File: src/rtl/bit_sync_filter_if.sv
// Channel bundle for bit_sync_filter: raw asynchronous inputs, the clean
// level/edge/event outputs and the write-one-to-clear strobe.
interface bit_sync_filter_if #(
   parameter int BUS_WIDTH = 4
);
   logic [BUS_WIDTH-1:0] ASYNC;
   logic [BUS_WIDTH-1:0] EVENT_CLR;
   logic [BUS_WIDTH-1:0] SYNC;
   logic [BUS_WIDTH-1:0] RISE;
   logic [BUS_WIDTH-1:0] FALL;
   logic [BUS_WIDTH-1:0] EVENT;

   modport master (
      output ASYNC, EVENT_CLR,
      input  SYNC, RISE, FALL, EVENT
   );

   modport slave (
      input  ASYNC, EVENT_CLR,
      output SYNC, RISE, FALL, EVENT
   );
endinterface

File: src/rtl/bit_sync_filter.sv
// Per-channel flip-flop synchroniser followed by a persistence filter that
// produces a clean level, registered rise/fall pulses and a sticky event flag.
module bit_sync_filter #(
   parameter int                   NUM_STAGES    = 2,
   parameter int                   BUS_WIDTH     = 4,
   parameter int                   FILTER_CYCLES = 4,
   parameter logic [BUS_WIDTH-1:0] RST_VAL       = '0
) (
   input logic              CLK,
   input logic              RST,
   bit_sync_filter_if.slave bus
);

   localparam int CNT_W = (FILTER_CYCLES > 1) ? $clog2(FILTER_CYCLES) : 1;
   localparam logic [CNT_W-1:0] CNT_MAX = CNT_W'(FILTER_CYCLES - 1);

   logic [BUS_WIDTH-1:0] chain_p [NUM_STAGES];
   logic [BUS_WIDTH-1:0] raw;
   logic [BUS_WIDTH-1:0] sync_p1;
   logic [BUS_WIDTH-1:0] rise_p1;
   logic [BUS_WIDTH-1:0] fall_p1;
   logic [BUS_WIDTH-1:0] event_p2;
   logic [CNT_W-1:0]     cnt [BUS_WIDTH];

   // Synchroniser chain: no logic between stages
   always_ff @(posedge CLK) begin
      if (RST) begin
         for (int k = 0; k < NUM_STAGES; k++) chain_p[k] <= RST_VAL;
      end else begin
         chain_p[0] <= bus.ASYNC;
         for (int k = 1; k < NUM_STAGES; k++) chain_p[k] <= chain_p[k-1];
      end
   end

   assign raw = chain_p[NUM_STAGES-1];

   // Filter stage: a change is accepted only after FILTER_CYCLES consecutive mismatches
   always_ff @(posedge CLK) begin
      if (RST) begin
         sync_p1 <= RST_VAL;
         rise_p1 <= '0;
         fall_p1 <= '0;
         for (int i = 0; i < BUS_WIDTH; i++) cnt[i] <= '0;
      end else begin
         for (int i = 0; i < BUS_WIDTH; i++) begin
            rise_p1[i] <= 1'b0;
            fall_p1[i] <= 1'b0;
            if (raw[i] == sync_p1[i]) begin
               cnt[i] <= '0;
            end else if (cnt[i] == CNT_MAX) begin
               sync_p1[i] <= raw[i];
               rise_p1[i] <= raw[i];
               fall_p1[i] <= ~raw[i];
               cnt[i]     <= '0;
            end else begin
               cnt[i] <= cnt[i] + 1'b1;
            end
         end
      end
   end

   // Event stage: set has priority over the write-one-to-clear strobe
   always_ff @(posedge CLK) begin
      if (RST) begin
         event_p2 <= '0;
      end else begin
         event_p2 <= rise_p1 | fall_p1 | (event_p2 & ~bus.EVENT_CLR);
      end
   end

   assign bus.SYNC  = sync_p1;
   assign bus.RISE  = rise_p1;
   assign bus.FALL  = fall_p1;
   assign bus.EVENT = event_p2;

endmodule
File: src/flat_wrapper.sv
// flat-port wrapper written by rule: the top's interface ports become plain ports
module bit_sync_filter_flat 
#(
   parameter int                   NUM_STAGES    = 2,
   parameter int                   BUS_WIDTH     = 4,
   parameter int                   FILTER_CYCLES = 4,
   parameter logic [BUS_WIDTH-1:0] RST_VAL       = '0
)
  (CLK, RST, bus_ASYNC, bus_EVENT_CLR, bus_SYNC, bus_RISE, bus_FALL, bus_EVENT);
  bit_sync_filter_if #(.BUS_WIDTH(BUS_WIDTH)) bus_i ();
  input logic CLK;
  input logic RST;
  input wire logic [$bits(bus_i.ASYNC)-1:0] bus_ASYNC;
  input wire logic [$bits(bus_i.EVENT_CLR)-1:0] bus_EVENT_CLR;
  output wire logic [$bits(bus_i.SYNC)-1:0] bus_SYNC;
  output wire logic [$bits(bus_i.RISE)-1:0] bus_RISE;
  output wire logic [$bits(bus_i.FALL)-1:0] bus_FALL;
  output wire logic [$bits(bus_i.EVENT)-1:0] bus_EVENT;
  assign bus_i.ASYNC = bus_ASYNC;
  assign bus_i.EVENT_CLR = bus_EVENT_CLR;
  assign bus_SYNC = bus_i.SYNC;
  assign bus_RISE = bus_i.RISE;
  assign bus_FALL = bus_i.FALL;
  assign bus_EVENT = bus_i.EVENT;
  bit_sync_filter #(.NUM_STAGES(NUM_STAGES), .BUS_WIDTH(BUS_WIDTH), .FILTER_CYCLES(FILTER_CYCLES), .RST_VAL(RST_VAL)) u_core (.CLK(CLK), .RST(RST), .bus(bus_i));
endmodule
File: config.mk
export PLATFORM = sky130hd
export DESIGN_NAME = bit_sync_filter_flat
export DESIGN_NICKNAME = d
export VERILOG_FILES = /design/src/rtl/bit_sync_filter_if.sv /design/src/rtl/bit_sync_filter.sv /design/src/flat_wrapper.sv
export SDC_FILE = /design/constraint.sdc
export NUM_CORES = 1
export LEC_CHECK = 0
export CAP_MARGIN = 0
export CORE_ASPECT_RATIO = 0.6
export CORE_MARGIN = 5
export CORE_UTILIZATION = 45
export CTS_BUF_LIST = sky130_fd_sc_hd__clkbuf_4 sky130_fd_sc_hd__clkbuf_8 sky130_fd_sc_hd__clkbuf_16
export DETAILED_ROUTE_END_ITERATION = 8
export GPL_TIMING_DRIVEN = 0
export PLACE_DENSITY = 0.77
export SLEW_MARGIN = 20
export SYNTH_ARGS = -nofsm -noshare
export SYNTH_HDL_FRONTEND = slang
export SYNTH_SLANG_ARGS = --single-unit
File: constraint.sdc
create_clock -name CLK -period 1.9 [get_ports CLK]
set_input_delay 0.57 -clock CLK [delete_from_list [all_inputs] [get_ports CLK]]
set_output_delay 0.57 -clock CLK [all_outputs]
set_load 0.005 [all_outputs]
==> metrics.md <==
| Metric | Value |
|---|---|
| GRT Total Usage | 12.22% |
| CP required | 1330 ps |
| Largest net degree at the start of global routing | 11 |
| Final WS setup | 101.3 ps |
| Post-Synth XOR/XNOR Area | between 2 and 3% |
| Vias in the first global route | 760 |
| Antenna violations before repair | 0 |
| Initial Utilization | a little under half |
| CTS buffer count | 5 |
| Register area share after synthesis | 59.57% |
| RSZ-0062 raised after global routing | no |
| Clk Tree Root Cell | clkbuf_8 |
| Origin of the critical flop-to-flop path | u_core.cnt[0][0] |
| CTS tree | done |
| Min cycle time layout | 1799 ps |
| Routed via count | ~750 |
| Crit start category | flip-flop |
| Status | finished, final reports clean |
| Yosys warnings | 0 |
| Post-route cell area | 1624 um2 |
| GPL Wtd Cong | about 0.64 |
| Syn Inst Count | roughly 90 |
| Top cell family by delay on the critical path | buffers and inverters |
| Placement Rows | 14 |
| Leak | ~0.58 nW |
| Antenna Diode Count | 0 |
| Clk_skew | between 2 and 3 ps |
| Worst Setup Path Type | flip-flop to primary output |
| RR Endpoint | u_core.cnt[0][0] |
| Die height | approximately 50 um |
| Routed wire per std cell | roughly 12 um |
| Drt total wl | 1991 um |
| Crit-path max FO | 5 |
| Slowest CP cell | clkdlybuf4s50_1 |
| Hold WS | 435.9 ps |
| # port buffers | 25 |
| Endpoints failing setup | 0 |
| Post-CTS resize count | 0 |
| HPWL after DPL | 1526 um |
| Stages on worst setup path | 1 |
| Simple-Gate Fraction of Synth Area | roughly 25% |
| DP Area | roughly 1500 um2 |
| Total congestion overflow | 0 |
| Residual DRC | 0 |
| WP data arrival | about 1200 ps |
| Crit path buffers/inverters | 1 |
| Fin. max-slew vios | 0 |
| Synth cell types | 18 |
| Synthesized cell area | approximately 1200 um2 |
| Die X | a little under 80 um |
| Clock Latency Late Sink | between 200 and 300 ps |
| Core Util, Final | 63.94% |
| Synth Area per Inst | between 10 and 15 um2 |
| Synth Register Bits | 32 |
| Placed insts | 152 |
| Pwr per Cell Area | between 800 and 900 nW/um2 |
| Pre-antenna DRT Iters | 3 |
| Compound-cell area share of the yosys netlist | approximately 1.7% |
| Multiplexer share of the synthesized area | between 3 and 4% |
| Place WS | 124.7 ps |
| Crit-path cells | clkdlybuf4s50_1 |
| F_max | between 0.5 and 0.6 GHz |
| Sink Count | 32 |
| TNS Setup | 0 ps |
| Core Area | roughly 2500 um2 |
| Largest family of logic cells by synthesized area | simple AND/OR/NAND/NOR gates |
| Crit. End Element | primary output |
| Crit path capture | bus_SYNC[0] |
| Final net count | about 140 |
| Vias per std cell | ~4.7 |
| R2r setup slk | 750 ps |
| Die ar. | about 3900 um2 |
| Area grow syn2layout | 34.23% |
| Finished Layout Cells | between 150 and 200 |
| FF-to-FF path depth | 2 |
| Setup Buffers After CTS | 0 |
| Power, Total | around 1.3 mW |
| H-tree levels | 2 |
| Max cap viols | 0 |
| Post-route ant nets | 0 |
| CP max stage delay | between 500 and 600 ps |
| Reg clk slew, reported paths | roughly 60 ps |
| First-pass GRT wire length | between 3000 and 4000 um |
| Hold buffers post-CTS | 0 |
| Share of cells above drive strength 1 | around 16% |
| Critical path origin | u_core.bus.SYNC[0] |
| Drt first-iter violations | 46 |
| Final Hold Fails | 0 |
| Synth Area in Adders | approximately 4.1% |
| Tightest Hold Check Type | flip-flop to flip-flop |
| CTS max path bufs | 2 |
| Final period util | 94.67% |
| Ports | 26 |
| VDD IR max | roughly 570 uV |
cells in the mapped netlist (all sizes together):
master | number | area, um2
buf | 3 | 33.78
nor2b | 8 | 50.05
dfxtp | 24 | 480.5
conb | 1 | 3.750
a21oi | 4 | 20.02
nor4b | 4 | 60.06
and4bb | 2 | 25.02
ha | 4 | 50.05
nor4bb | 6 | 78.83
edfxtp | 8 | 240.2
nand2b | 4 | 25.02
xnor2 | 4 | 35.03
nor2 | 8 | 30.03
mux2i | 4 | 40.04
nor4 | 4 | 37.53
power breakdown:
part | switching (mW) | leakage, nW | internal, mW | total, mW
sequential | 0.00999 | 0.278 | 0.716 | 0.726
clock | 0.220 | 0.0523 | 0.323 | 0.543
combinational | 0.0313 | 0.247 | 0.0458 | 0.0771
total | 0.261 | 0.577 | 1.08 | 1.35
layout by cell type, fill, tap and decap left out:
master / count
mux2i_1: 4
a21oi_1: 4
and4bb_2: 1
nand2b_1: 4
nor4_2: 2
nor4bb_2: 3
ha_1: 4
dfxtp_1: 24
nor4bb_1: 3
nor4b_2: 4
and4bb_1: 1
nor2_1: 8
nor2b_1: 8
conb_1: 8
clkbuf_4: 2
xnor2_1: 4
clkbuf_8: 6
nor4_1: 2
edfxtp_1: 8
clkdlybuf4s50_1: 25
buf_6: 3
sequential cells by signal, indices dropped and copies added (netlist names):
name / count
u_core.bus.EVENT: 4
u_core.bus.RISE: 4
u_core.bus.FALL: 4
u_core.cnt: 8
u_core.bus.SYNC: 4
u_core.chain_p: 8
per-layer routing:
layer	global-route usage [%]	vias up	part of all wire (%)
li1	-	385	-
met1	14.76	334	46
met2	18.59	21	45
met3	5.536	5	6.5
met4	6.105	0	1.7
met5	0	-	0
cells by family (layout without fill, tap and decap cells):
family / Yosys count / after routing
simple gates: 36 / 36
flops: 32 / 32
fa+ha+maj: 4 / 4
compound gates: 4 / 4
xor+xnor: 4 / 4
mux: 4 / 4
buf+inv: 3 / 36
other cells: 1 / 8
worst min-delay path by stage:
stage,from,end,slack [ps],depth (start not counted)
floorplan,u_core.chain_p[0][0],u_core.chain_p[0][4],410,1
finish,u_core.chain_p[0][1],u_core.chain_p[0][5],440,1
CTS,u_core.chain_p[0][1],u_core.chain_p[0][5],440,1
detailed placement,u_core.chain_p[0][1],u_core.chain_p[0][5],430,1
global route,u_core.chain_p[0][1],u_core.chain_p[0][5],460,1
global placement,u_core.chain_p[0][1],u_core.chain_p[0][5],420,1
cell type report:
type	instances	area (um2)
sequential	32	720.7
fill	188	915.9
timing repair buffer	25	250.2
multi-input combinational	60	481.7
clock buffer	8	97.59
tap	32	40.04
buffer	3	33.78
(Power assumes the default switching activity.)
